## src/rtl/dm_pkg.sv

```systemverilog
// Shared definitions for the debug-module DMI target: register addresses,
// DMI op/response encodings, abstract-command error codes and field positions.
package dm_pkg;

  // DMI register addresses
  localparam int unsigned DATA0      = 'h04;
  localparam int unsigned DMCONTROL  = 'h10;
  localparam int unsigned DMSTATUS   = 'h11;
  localparam int unsigned HARTINFO   = 'h12;
  localparam int unsigned ABSTRACTCS = 'h16;
  localparam int unsigned COMMAND    = 'h17;

  typedef enum logic [1:0] {
    DmiNop   = 2'd0,
    DmiRead  = 2'd1,
    DmiWrite = 2'd2,
    DmiRsvd  = 2'd3
  } dmi_op_t;

  typedef enum logic [1:0] {
    DmiSuccess = 2'd0,
    DmiFailed  = 2'd2
  } dmi_rsp_t;

  typedef enum logic [2:0] {
    NONE      = 3'd0,
    BUSY      = 3'd1,
    NOTSUP    = 3'd2,
    EXCEPTION = 3'd3
  } cmderr_t;

  // dmcontrol fields
  localparam int unsigned HaltreqBit   = 31;
  localparam int unsigned ResumereqBit = 30;
  localparam int unsigned NdmresetBit  = 1;
  localparam int unsigned DmactiveBit  = 0;

  // abstractcs fields
  localparam int unsigned AcsCmderrLsb = 8;
  localparam int unsigned AcsBusyBit   = 12;

  // command fields
  localparam int unsigned CmdTypeLsb  = 24;
  localparam int unsigned AarsizeLsb  = 20;
  localparam int unsigned TransferBit = 17;
  localparam int unsigned WriteBit    = 16;
  localparam logic [2:0]  Aarsize32   = 3'd2;

endpackage

```

## src/rtl/dm_abstract_fsm.sv

```systemverilog
// Abstract-command engine: owns data0, cmderr and the IDLE/ACCESS state that
// drives the hart register port.
// Ports:
//   clk, rst           clock, async active-high reset
//   active             next-cycle dmactive; low clears data0/cmderr and aborts
//   data0_we/_wdata    data0 write strobe and value
//   data0_re           data0 read strobe (busy violation source)
//   cmd_we/_wdata      command write strobe and value
//   acs_we/_w1c        abstractcs write strobe and cmderr W1C mask
//   ar_done/err/rdata  hart register port completion
//   view_*             busy/cmderr/data0 as seen by a request this cycle
//   busy, ar_*         state and hart register port request
module dm_abstract_fsm
  import dm_pkg::*;
(
  input  logic        clk,
  input  logic        rst,
  input  logic        active,
  input  logic        data0_we,
  input  logic [31:0] data0_wdata,
  input  logic        data0_re,
  input  logic        cmd_we,
  input  logic [31:0] cmd_wdata,
  input  logic        acs_we,
  input  logic [2:0]  acs_w1c,
  input  logic        ar_done,
  input  logic        ar_err,
  input  logic [31:0] ar_rdata,
  output logic        view_busy,
  output logic [2:0]  view_cmderr,
  output logic [31:0] view_data0,
  output logic        busy,
  output logic        ar_valid,
  output logic        ar_write,
  output logic [15:0] ar_regno,
  output logic [31:0] ar_wdata
);

  typedef enum logic {StIdle, StAccess} state_e;

  state_e      state_q, state_d;
  logic [31:0] data0_q, data0_d;
  logic [2:0]  cmderr_q, cmderr_d;
  logic        ar_write_q, ar_write_d;
  logic [15:0] ar_regno_q, ar_regno_d;
  logic [31:0] ar_wdata_q, ar_wdata_d;
  logic        access, done_now, violation, cmd_bad;
  logic        unused_cmd;

  assign unused_cmd = cmd_wdata[23];

  always_ff @(posedge clk or posedge rst) begin
    if (rst) state_q <= StIdle;
    else     state_q <= state_d;
  end

  always_ff @(posedge clk or posedge rst) begin
    if (rst) begin
      data0_q    <= '0;
      cmderr_q   <= NONE;
      ar_write_q <= 1'b0;
      ar_regno_q <= '0;
      ar_wdata_q <= '0;
    end else begin
      data0_q    <= data0_d;
      cmderr_q   <= cmderr_d;
      ar_write_q <= ar_write_d;
      ar_regno_q <= ar_regno_d;
      ar_wdata_q <= ar_wdata_d;
    end
  end

  // Completion is folded in before the request is examined, so a request
  // arriving with ar_done already sees IDLE and the updated data0/cmderr.
  always_comb begin
    access      = (state_q == StAccess);
    done_now    = access & ar_done;
    busy        = access;
    ar_valid    = access;
    ar_write    = ar_write_q;
    ar_regno    = ar_regno_q;
    ar_wdata    = ar_wdata_q;
    view_busy   = access & ~ar_done;
    view_data0  = (done_now && !ar_err && !ar_write_q) ? ar_rdata : data0_q;
    view_cmderr = (done_now && ar_err) ? EXCEPTION : cmderr_q;
  end

  always_comb begin
    state_d    = view_busy ? StAccess : StIdle;
    data0_d    = view_data0;
    cmderr_d   = view_cmderr;
    ar_write_d = ar_write_q;
    ar_regno_d = ar_regno_q;
    ar_wdata_d = ar_wdata_q;
    violation  = cmd_we | acs_we | data0_we | data0_re;
    cmd_bad    = (cmd_wdata[CmdTypeLsb +: 8] != 8'd0) ||
                 (cmd_wdata[AarsizeLsb +: 3] != Aarsize32);
    if (view_busy) begin
      if (violation && view_cmderr == NONE) cmderr_d = BUSY;
    end else begin
      if (data0_we) data0_d = data0_wdata;
      if (acs_we)   cmderr_d = view_cmderr & ~acs_w1c;
      if (cmd_we && view_cmderr == NONE) begin
        if (cmd_bad) begin
          cmderr_d = NOTSUP;
        end else if (cmd_wdata[TransferBit]) begin
          state_d    = StAccess;
          ar_write_d = cmd_wdata[WriteBit];
          ar_regno_d = cmd_wdata[15:0];
          ar_wdata_d = view_data0;
        end
      end
    end
    if (!active) begin
      state_d  = StIdle;
      data0_d  = '0;
      cmderr_d = NONE;
    end
  end

endmodule

```

## src/rtl/dm_dmi_target.sv

```systemverilog
// Debug Module DMI register target: accepts one DMI request at a time, answers
// one cycle later, and drives halt/resume/ndmreset plus abstract register access.
// Ports:
//   tclk, trst                       clock, async active-high reset
//   req_valid/ready/addr/data/op     DMI request channel
//   rsp_valid/ready/data/op          DMI response channel
//   haltreq, resumereq, ndmreset     hart run control
//   hart_halted, hart_resumeack      hart status
//   ar_valid/write/regno/wdata       abstract register access request
//   ar_done/err/rdata                abstract register access completion
module dm_dmi_target
  import dm_pkg::*;
#(
  parameter int unsigned ABITS        = 7,
  parameter logic [31:0] HARTINFO_VAL = 32'h0
) (
  input  logic             tclk,
  input  logic             trst,
  input  logic             req_valid,
  output logic             req_ready,
  input  logic [ABITS-1:0] req_addr,
  input  logic [31:0]      req_data,
  input  logic [1:0]       req_op,
  output logic             rsp_valid,
  input  logic             rsp_ready,
  output logic [31:0]      rsp_data,
  output logic [1:0]       rsp_op,
  output logic             haltreq,
  output logic             resumereq,
  output logic             ndmreset,
  input  logic             hart_halted,
  input  logic             hart_resumeack,
  output logic             ar_valid,
  output logic             ar_write,
  output logic [15:0]      ar_regno,
  output logic [31:0]      ar_wdata,
  input  logic             ar_done,
  input  logic             ar_err,
  input  logic [31:0]      ar_rdata
);

  logic        rsp_valid_q;
  logic [31:0] rsp_data_q;
  logic [1:0]  rsp_op_q;
  logic        dmactive_q, dmactive_d, haltreq_q, haltreq_d;
  logic        ndmreset_q, ndmreset_d, resumereq_q, resumereq_d;
  logic        sticky_q, sticky_d;
  logic        accept, is_read, is_write;
  logic        sel_data0, sel_ctrl, sel_status, sel_info, sel_acs, sel_cmd;
  logic        view_busy;
  logic [2:0]  view_cmderr;
  logic [31:0] view_data0, rdata;

  assign req_ready = ~rsp_valid_q;
  assign accept    = req_valid & req_ready;
  assign is_read   = accept & (req_op == DmiRead);
  assign is_write  = accept & (req_op == DmiWrite);

  assign sel_data0  = (req_addr == ABITS'(DATA0));
  assign sel_ctrl   = (req_addr == ABITS'(DMCONTROL));
  assign sel_status = (req_addr == ABITS'(DMSTATUS));
  assign sel_info   = (req_addr == ABITS'(HARTINFO));
  assign sel_acs    = (req_addr == ABITS'(ABSTRACTCS));
  assign sel_cmd    = (req_addr == ABITS'(COMMAND));

  dm_abstract_fsm u_abstract (
    .clk         (tclk),
    .rst         (trst),
    .active      (dmactive_d),
    .data0_we    (is_write & sel_data0 & dmactive_q),
    .data0_wdata (req_data),
    .data0_re    (is_read & sel_data0 & dmactive_q),
    .cmd_we      (is_write & sel_cmd & dmactive_q),
    .cmd_wdata   (req_data),
    .acs_we      (is_write & sel_acs & dmactive_q),
    .acs_w1c     (req_data[AcsCmderrLsb +: 3]),
    .ar_done     (ar_done),
    .ar_err      (ar_err),
    .ar_rdata    (ar_rdata),
    .view_busy   (view_busy),
    .view_cmderr (view_cmderr),
    .view_data0  (view_data0),
    .busy        (),
    .ar_valid    (ar_valid),
    .ar_write    (ar_write),
    .ar_regno    (ar_regno),
    .ar_wdata    (ar_wdata)
  );

  always_comb begin
    rdata = '0;
    if (sel_data0) begin
      rdata = view_busy ? 32'd0 : view_data0;
    end else if (sel_ctrl) begin
      rdata[HaltreqBit]  = haltreq_q;
      rdata[NdmresetBit] = ndmreset_q;
      rdata[DmactiveBit] = dmactive_q;
    end else if (sel_status) begin
      rdata[3:0]   = 4'd2;
      rdata[7]     = 1'b1;
      rdata[9:8]   = {2{hart_halted}};
      rdata[11:10] = {2{~hart_halted}};
      rdata[17:16] = {2{sticky_q}};
    end else if (sel_info) begin
      rdata = HARTINFO_VAL;
    end else if (sel_acs) begin
      rdata[3:0]                = 4'd1;
      rdata[AcsCmderrLsb +: 3]  = view_cmderr;
      rdata[AcsBusyBit]         = view_busy;
    end
  end

  always_comb begin
    dmactive_d  = dmactive_q;
    haltreq_d   = haltreq_q;
    ndmreset_d  = ndmreset_q;
    resumereq_d = resumereq_q;
    sticky_d    = sticky_q;
    if (resumereq_q && hart_resumeack) begin
      resumereq_d = 1'b0;
      sticky_d    = 1'b1;
    end
    if (is_write && sel_ctrl) begin
      dmactive_d = req_data[DmactiveBit];
      if (req_data[DmactiveBit]) begin
        haltreq_d  = req_data[HaltreqBit];
        ndmreset_d = req_data[NdmresetBit];
        // A combined halt+resume write only halts.
        if (req_data[ResumereqBit] && !req_data[HaltreqBit]) begin
          resumereq_d = 1'b1;
          sticky_d    = 1'b0;
        end
      end
    end
    if (!dmactive_d) begin
      haltreq_d  = 1'b0;
      ndmreset_d = 1'b0;
    end
  end

  always_ff @(posedge tclk or posedge trst) begin
    if (trst) begin
      dmactive_q  <= 1'b0;
      haltreq_q   <= 1'b0;
      ndmreset_q  <= 1'b0;
      resumereq_q <= 1'b0;
      sticky_q    <= 1'b0;
    end else begin
      dmactive_q  <= dmactive_d;
      haltreq_q   <= haltreq_d;
      ndmreset_q  <= ndmreset_d;
      resumereq_q <= resumereq_d;
      sticky_q    <= sticky_d;
    end
  end

  always_ff @(posedge tclk or posedge trst) begin
    if (trst) begin
      rsp_valid_q <= 1'b0;
      rsp_data_q  <= '0;
      rsp_op_q    <= DmiSuccess;
    end else if (accept) begin
      rsp_valid_q <= 1'b1;
      rsp_data_q  <= is_read ? rdata : 32'd0;
      rsp_op_q    <= (req_op == DmiRsvd) ? DmiFailed : DmiSuccess;
    end else if (rsp_valid_q && rsp_ready) begin
      rsp_valid_q <= 1'b0;
    end
  end

  assign rsp_valid = rsp_valid_q;
  assign rsp_data  = rsp_data_q;
  assign rsp_op    = rsp_op_q;
  assign haltreq   = haltreq_q;
  assign resumereq = resumereq_q;
  assign ndmreset  = ndmreset_q;

endmodule

```

## config.mk

```make
export PLATFORM = sky130hd
export DESIGN_NAME = dm_dmi_target
export DESIGN_NICKNAME = d
export VERILOG_FILES = /design/src/rtl/dm_pkg.sv /design/src/rtl/dm_abstract_fsm.sv /design/src/rtl/dm_dmi_target.sv
export SDC_FILE = /design/constraint.sdc
export NUM_CORES = 1
export LEC_CHECK = 0
export ABC_AREA = 0
export CORE_ASPECT_RATIO = 1.4
export CORE_MARGIN = 2
export CORE_UTILIZATION = 35
export CTS_CLUSTER_SIZE = 12
export DETAILED_ROUTE_END_ITERATION = 12
export DONT_BUFFER_PORTS = 1
export PLACE_DENSITY = 0.59
export SLEW_MARGIN = 5
export SYNTH_ARGS = -nofsm -noshare
export SYNTH_HDL_FRONTEND = slang
export SYNTH_HIERARCHICAL = 1
export SYNTH_SLANG_ARGS = --single-unit
```

## constraint.sdc

```tcl
create_clock -name tclk -period 3.85 [get_ports tclk]
set_clock_uncertainty 0.1 [all_clocks]
set_input_delay 0.9625 -clock tclk [delete_from_list [all_inputs] [get_ports tclk]]
set_output_delay 0.9625 -clock tclk [all_outputs]
set_load 0.01 [all_outputs]
```

==> results_dict.tcl, run 1 <==
set metrics [dict create \
    postSynthCellCount 474 \
    slew_violations 0 \
    tightest_slew_ps 970 \
    path_cells "nor4bb_1, nand3_1, nor2_1, nand4_2, nor2_4, buf_12, mux2_2" \
    holdWs_ps 450 \
    post-place-cells 647 \
    finalHoldViolCount 0 \
    crit_required_ps 4050 \
    clock.fmax_mhz 348 \
    netlist_area_mm2 0.00585 \
    p_sw_mw 0.619 \
    worstPathArrival_ps 3070 \
    setup_viol 0 \
    gp_congestion 0.807 \
    cts-root-buf "clkbuf_16" \
    critical_path_class "primary input to flop" \
    p_int_mw 2.44 \
    power_mw 3.06 \
    cts_resized 0 \
    p_leak_nw 3.03 \
    grt_antenna_before_repair 0 \
    grt_max_degree 71 \
    min_period_ps 2870 \
    dieArea_mm2 0.0178 \
    core-area_mm2 0.0162 \
    layout_common_cells "dfrtp_1 (124), mux2_2 (51), nor2_1 (40)" \
    routed.top_layer "met4" \
    drt_first_pass_iters 4 \
    comb_power_share_pct 2.4 \
    cp_slowest_cell "nor4bb_1" \
    power.density_mw_per_mm2 464 \
    fin_crit_sh_pct 74.6 \
    syn_nets 555 \
    path_buf_inv 1 \
    swShare_pct 20.3 \
    seq_power_share_pct 43.0 \
    startpoint_type "primary input" \
    hp-class "flop to flop" \
    routed_wl_mm 16.3 \
    fin_setup_tns_ps 0 \
    area_growth_pct 12.6 \
    die_w_um 113 \
    cts_setup_buffers 0 \
    cts_tree "yes" \
    maxCapViolations 0 \
    peakVddDrop_mv 0.257 \
    slowest_delay_ps 650 \
    critPathTopFamily "simple AND/OR/NAND/NOR gates" \
    syn_area_per_cell_um2 12.3 \
    cts_buffers 17 \
    drt_iter0_markers 230 \
    wl_met3_mm 1.11 \
    ant_nets 0 \
    instances_no_fill 678 \
    grt_pass1_vias 4195 \
    endpoint_kind "flop" \
    clk_pin_slew_worst_paths_ps 50 \
    chipHeight_um 157 \
    vias_per_cell 5.70 \
    fp-row-count 55 \
    yosysWarnings 6 \
    drcViolationCount 0 \
    htree_levels 4 \
    layout-drive-gt1-share_pct 28.4 \
    pwr-share-clk_pct 54.6 \
    vias 3867 \
    hpwl_mm 11.0 \
    floorplan.initialDensity_pct 36.0 \
    cts_max_path_buffers 2 \
    clock_latency_ps 410 \
    ios 170 \
    gr-total-overflow 0 \
    grt_util_all_layers_pct 18.6 \
    slew_headroom_pct 35.3 \
    wl_met2_mm 8.54 \
    status "complete, no violations" \
    wire_per_inst_um 24.1 \
    fin_nets 548 \
    final_common_cell "dfrtp_1" \
    cts.sinks 124 \
    io_buffers 0 \
    rsz0062_at_grt "false" \
    wl_met1_mm 6.36 \
    grt_pass1_wl_mm 24.8 \
    antennaDiodeCount 0 \
    utilization_pct 40.6 \
    path_max_fanout 49 \
    cts_hold_buf 0 \
]
-- metal layers --
| metal | vias up | global-route usage (%) |
|---|---|---|
| met5 | - | 0 |
| met4 | 0 | 6.91 |
| met2 | 152 | 32.9 |
| met3 | 28 | 5.81 |
| li1 | 1696 | - |
| met1 | 1991 | 21.0 |
-- registers in the layout, indices dropped and copies added (netlist names), 3 cells and up --
register             flops
u_abstract/cmderr_q      3
u_abstract/ar_wdata     32
u_abstract/ar_regno     16
rsp_data                32
u_abstract/data0_q      32
-- worst paths after layout --
| kind | to | depth (start not counted) | slack (ps) | startpoint |
|---|---|---|---|---|
| max | u_abstract/ar_wdata[21] | 7 | 980 | req_op[1] |
| min | sticky_q | 2 | 450 | sticky_q |
| max reg2reg | u_abstract/ar_wdata[21] | 7 | 1030 | rsp_valid |
| min reg2reg | sticky_q | 2 | 450 | sticky_q |
| max in group asynchronous | u_abstract/ar_wdata[11] | 2 | 2420 | trst |
| min in group asynchronous | u_abstract/ar_wdata[18] | 1 | 470 | trst |
-- cell type report --
| cell class | instances | area [µm²] |
|---|---|---|
| sequential | 124 | 3100 |
| fill | 1549 | 9650 |
| clock buffer | 24 | 472 |
| multi-input combinational | 305 | 2500 |
| inverter | 9 | 36.3 |
| clock inverter | 7 | 138 |
| timing repair buffer | 10 | 87.6 |
| tap | 199 | 249 |
-- power by group through the flow --
stage / Sequential (mW) / Clock (mW) / Combinational (mW)
floorplan: 1.34 / 0 / 0.0569
global placement: 1.34 / 0 / 0.0737
detailed placement: 1.34 / 0 / 0.0755
CTS: 1.31 / 1.70 / 0.0757
global route: 1.31 / 1.76 / 0.0831
finish: 1.31 / 1.67 / 0.0724
-- stage by stage --
step / setup WS (ps) / area (µm²)
after CTS: 1110 / 6590
after global routing: 880 / 6590
after detailed placement: 680 / 5980
final: 979 / 6590
after global placement: 700 / 5980
after floorplan: 594 / 5850
-- worst min-delay path, stage by stage, from the launching register on --
cell	delay (ps)
dfrtp_1	350
a21oi_1	50
a21oi_1	110
Note: power is estimated with default switching activity, not from simulation.
==> run 2, diff against run 1 <==
==> constraint.sdc (replaced) <==
create_clock -name tclk -period 2.7 [get_ports tclk]
set_clock_uncertainty 0.1 [all_clocks]
set_input_delay 0.675 -clock tclk [delete_from_list [all_inputs] [get_ports tclk]]
set_output_delay 0.675 -clock tclk [all_outputs]
set_load 0.01 [all_outputs]
==> run 2 against run 1 <==
- via count down 0.39%
- non-clock buffer count up 10
- global-route usage down 0.077 points
- wire length down 0.53%
- sequential cell count unchanged
- critical endpoint is now u_abstract/ar_wdata[16]
- largest cell class unchanged
==> results_dict.tcl, run 2 (same netlist as run 1, synthesis figures left out) <==
set metrics [dict create \
    startpoint_type "flop" \
    crit_required_ps 2900 \
    cts_buffers 17 \
    peakVddDrop_mv 0.371 \
    htree_levels 4 \
    cts.sinks 124 \
    placed_area_mm2 0.00608 \
    grt_util_all_layers_pct 18.5 \
    grt_max_degree 42 \
    clk_pin_slew_worst_paths_ps 60 \
    dieArea_mm2 0.0178 \
    maxCapViolations 0 \
    stdcell_area_mm2 0.00673 \
    comb_power_share_pct 2.5 \
    setup_viol 0 \
    path_buf_inv 2 \
    chipHeight_um 157 \
    vias_per_cell 5.59 \
    cts_resized 0 \
    area_growth_pct 15.0 \
    worstPathArrival_ps 2650 \
    critPathTopFamily "simple AND/OR/NAND/NOR gates" \
    layout_common_cells "dfrtp_1 (124), mux2_2 (51), nor2_1 (40)" \
    hp-class "primary input to asynchronous set/reset pin" \
    die_w_um 113 \
    use_met3_pct 6.05 \
    core-area_mm2 0.0162 \
    endpoint_kind "flop" \
    cts_max_path_buffers 2 \
    routed_wl_mm 16.2 \
    min_period_ps 2460 \
    critical_path_class "flop to flop" \
    drcViolationCount 0 \
    status "complete, no violations" \
    clock.fmax_mhz 407 \
    gr-total-overflow 0 \
    path_cells "nor4bb_1, buf_4, nand3_1, nor2_1, nand4_2, nor2_4, buf_12, mux2_2" \
    vias 3852 \
    ios 170 \
    slew_headroom_pct 59.5 \
    io_buffers 0 \
    p_int_mw 3.51 \
    fp-row-count 55 \
    fin_crit_sh_pct 91.0 \
    cts_tree "yes" \
    seq_power_share_pct 42.3 \
    grt_antenna_before_repair 0 \
    power.density_mw_per_mm2 657 \
    cp-startpoint "rsp_valid" \
    floorplan.initialDensity_pct 36.0 \
    finalHoldViolCount 0 \
    layout-drive-gt1-share_pct 30.2 \
    grt_pass1_wl_mm 24.5 \
    wire_per_inst_um 23.6 \
    tightest_slew_ps 607 \
    timing.rr.start "rsp_valid" \
    hpwl_mm 11.2 \
    cts_setup_buffers 0 \
    slowest_delay_ps 450 \
    rsz0062_at_grt "false" \
    fin_setup_tns_ps 0 \
    gp_congestion 0.815 \
    p_leak_nw 3.10 \
    cts-root-buf "clkbuf_16" \
    pwr-share-clk_pct 55.1 \
    drt_first_pass_iters 5 \
    ant_nets 0 \
    swShare_pct 20.6 \
    grt_use_met1_pct 21.5 \
    p_sw_mw 0.910 \
    use_met2_pct 30.8 \
    grt_pass1_vias 4111 \
    antennaDiodeCount 0 \
    cp_slowest_cell "dfrtp_1" \
    fin_nets 558 \
    path_max_fanout 38 \
    slew_violations 0 \
    gr-max-usage-layer "met2" \
    final_common_cell "dfrtp_1" \
    clock_latency_ps 410 \
    cts_hold_buf 1 \
    drt_iter0_markers 234 \
]
[run 2: changes by cell type in the layout (fill, tap and decap cells not counted), sizes merged]
cell,change
clkinv,+2
dlygate4sd3,+1
clkinvlp,+2
inv,-1
clkbuf,-2
buf,+9
[run 2: per-layer routing]
layer	wire, µm	vias up
li1	-	1715
met1	6410	1966
met2	8340	148
met3	1070	23
met4	416	0
met5	0	-
[run 2: worst paths after layout]
check,end,slack [ps],cells after the start
max,u_abstract/ar_wdata[16],240,8
min,u_abstract/data0_q[20],90,1
max reg2reg,u_abstract/ar_wdata[16],240,8
min reg2reg,rsp_op[1],450,2
max in group asynchronous,haltreq,1440,3
min in group tclk,rsp_valid,260,1
[run 2: worst register-to-register path: stages (launching register included)]
cell	delay [ps]
dfrtp_1	450
nor4bb_1	340
buf_4	170
nand3_1	100
nor2_1	190
nand4_2	160
nor2_4	180
buf_12	240
mux2_2	420
[run 2: per-stage QoR]
step | total power [mW] | hold slack (ps) | util (%) | worst slack (ps) | cells
final | 4.42 | 93.2 | 41.4 | 242 | 689
after global routing | 4.57 | 113 | 41.4 | 109 | 689
after CTS | 4.48 | 93.4 | 41.4 | 242 | 689
after detailed placement | 2.02 | 390 | 37.5 | 70.1 | 656
after global placement | 2.02 | 391 | 37.5 | 123 | 656
after floorplan | 1.99 | 383 | - | 172 | 474
[run 2: final cells by class]
class	instances	area, µm²
clock buffers	22	474
clock inverters	10	163
fillers	1531	9510
inverters	9	37.5
multi-input cells	305	2500
flip-flops and latches	124	3100
well taps	199	249
repair buffers	20	203
[run 2: power by group through the flow]
stage	Combinational, mW	Clock [mW]	Sequential, mW
global route	0.129	2.57	1.87
CTS	0.117	2.49	1.87
finish	0.112	2.44	1.87
global placement	0.115	0	1.90
detailed placement	0.115	0	1.91
floorplan	0.0815	0	1.90
==> run 3, diff against run 2 <==
--- a/config.mk
+++ b/config.mk
@@ -12,7 +12,9 @@
 export CTS_CLUSTER_SIZE = 12
 export DETAILED_ROUTE_END_ITERATION = 12
 export DONT_BUFFER_PORTS = 1
+export GPL_TIMING_DRIVEN = 0
 export PLACE_DENSITY = 0.59
+export SKIP_LAST_GASP = 1
 export SLEW_MARGIN = 5
 export SYNTH_ARGS = -nofsm -noshare
 export SYNTH_HDL_FRONTEND = slang
==> run 3 against run 2 <==
- clock power decreased by 5%
- sequential cell count unchanged
- register-to-register slack got worse by 95 ps
- non-clock buffer count rose by 20
- hold slack improved by 160 ps
- total power shrank 1.8%
- sequential power about the same
- cell count is 2.9% higher
- maximum frequency fell by 3.7%
- core utilization is 0.57 points higher
- wire length up 6.1%
- first-iteration DRC count is 23% higher
- critical endpoint unchanged
- largest power group unchanged
- highest routed layer unchanged
==> results_dict.tcl, run 3 (same netlist as run 1, synthesis figures left out) <==
set metrics [dict create \
    cts_buffers 17 \
    endpoint_kind "flop" \
    io_buffers 0 \
    reg2reg_depth 8 \
    vias_per_cell 5.62 \
    utilization_pct 42.0 \
    grt_pass1_wl_mm 25.7 \
    die_w_um 113 \
    fin_nets 578 \
    worst_slack_ps 147 \
    fin_setup_tns_ps 0 \
    maxCapViolations 0 \
    wl_met3_mm 1.31 \
    antennaDiodeCount 0 \
    worstPathArrival_ps 2750 \
    critical_path_class "flop to flop" \
    p_leak_nw 3.14 \
    drt_first_pass_iters 5 \
    ant_nets 0 \
    gr-total-overflow 0 \
    clk_pin_slew_worst_paths_ps 60 \
    htree_levels 4 \
    crit_end "u_abstract/ar_wdata[16]" \
    rsz0062_at_grt "false" \
    slew_headroom_pct 51.8 \
    holdWs_ps 257 \
    cts.sinks 124 \
    hp-class "primary input to flop" \
    timing.rr.start "rsp_valid" \
    area_growth_pct 16.6 \
    floorplan.initialDensity_pct 36.0 \
    wl_met2_mm 8.64 \
    cp-startpoint "rsp_valid" \
    startpoint_type "flop" \
    fill_cells 1499 \
    gp_congestion 0.798 \
    min_period_ps 2550 \
    post-place-cells 677 \
    grt_antenna_before_repair 0 \
    vias 3982 \
    clock.fmax_mhz 392 \
    core-area_mm2 0.0162 \
    wl_met1_mm 6.74 \
    r2r_setup_slack_ps 150 \
    cts_setup_buffers 0 \
    grt_max_degree 37 \
    crit_required_ps 2900 \
    dieArea_mm2 0.0178 \
    path_max_fanout 10 \
    instances_no_fill 709 \
    cts-root-buf "clkbuf_16" \
    tightest_slew_ps 723 \
    routed.top_layer "met4" \
    ios 170 \
    drt_iter0_markers 287 \
    power_mw 4.34 \
    grt_util_all_layers_pct 19.6 \
    clock_latency_ps 420 \
    finalHoldViolCount 0 \
    peakVddDrop_mv 0.290 \
    grt_pass1_vias 4301 \
    drcViolationCount 0 \
    placed_area_mm2 0.00619 \
    fp-row-count 55 \
    power.density_mw_per_mm2 637 \
    reg2reg_to "u_abstract/ar_wdata[16]" \
    hpwl_mm 12.8 \
    chipHeight_um 157 \
    final_common_cell "dfrtp_1" \
    stdcell_area_mm2 0.00682 \
    layout-drive-gt1-share_pct 29.6 \
    wire_per_inst_um 24.3 \
    fin_crit_sh_pct 94.6 \
    routed_wl_mm 17.2 \
    slew_violations 0 \
    layout_common_cells "dfrtp_1 (124), mux2_2 (51), nor2_1 (40)" \
    status "complete, no violations" \
    cts_max_path_buffers 2 \
    cts_tree "yes" \
    setup_viol 0 \
    dp_slack_ps -365 \
]
==> run 3: changes by cell type in the layout (fill, tap and decap cells not counted), sizes merged <==
cell      delta
inv          +1
bufinv       -1
clkinv       +2
clkinvlp     +2
buf          +3
clkbuf      +13
==> run 3: area by class of cell <==
| type | instances | area, µm² | share of cell area, % |
|---|---|---|---|
| tap | 199 | 249 | 3.65 |
| timing repair buffer | 5 | 97.6 | 1.43 |
| buffer | 35 | 215 | 3.15 |
| clock inverter | 14 | 170 | 2.49 |
| clock buffer | 18 | 439 | 6.44 |
| sequential | 124 | 3100 | 45.5 |
| multi-input combinational | 305 | 2510 | 36.8 |
| inverter | 9 | 37.5 | 0.550 |
==> run 3: worst max-delay path: stages (launching register included) <==
cell	delay, ps
dfrtp_1	470
nor4bb_4	380
nand3_1	150
nor2_1	270
nand4_2	180
nor2_4	180
buf_6	200
buf_8	170
mux2_2	340
==> run 3: power breakdown <==
group	switching [mW]	internal [mW]	total, mW	leakage, nW
clock	0.859	1.47	2.33	0.288
combinational	0.0949	0.0414	0.136	1.12
sequential	0.00879	1.86	1.87	1.73
total	0.962	3.38	4.34	3.14
==> run 3: how the worst min path moves through the flow <==
stage	cells after the start	slack [ps]	from	to
detailed placement	1	350	trst	u_abstract/ar_wdata[18]
finish	1	260	rsp_ready	rsp_valid
global route	1	250	rsp_ready	rsp_valid
floorplan	2	380	sticky_q	sticky_q
CTS	1	230	rsp_ready	rsp_valid
global placement	2	430	sticky_q	sticky_q
==> run 3: layer usage <==
metal	vias to the layer above	track usage, %
met4	0	9.06
met5	-	0
met1	2033	22.6
met2	163	32.7
met3	28	6.62
li1	1758	-
==> run 3: timing repair <==
action	CTS	global route
hold buffers	1	0
resized for setup	1	1
setup endpoints to repair	11	20
hold endpoints to repair	13	0
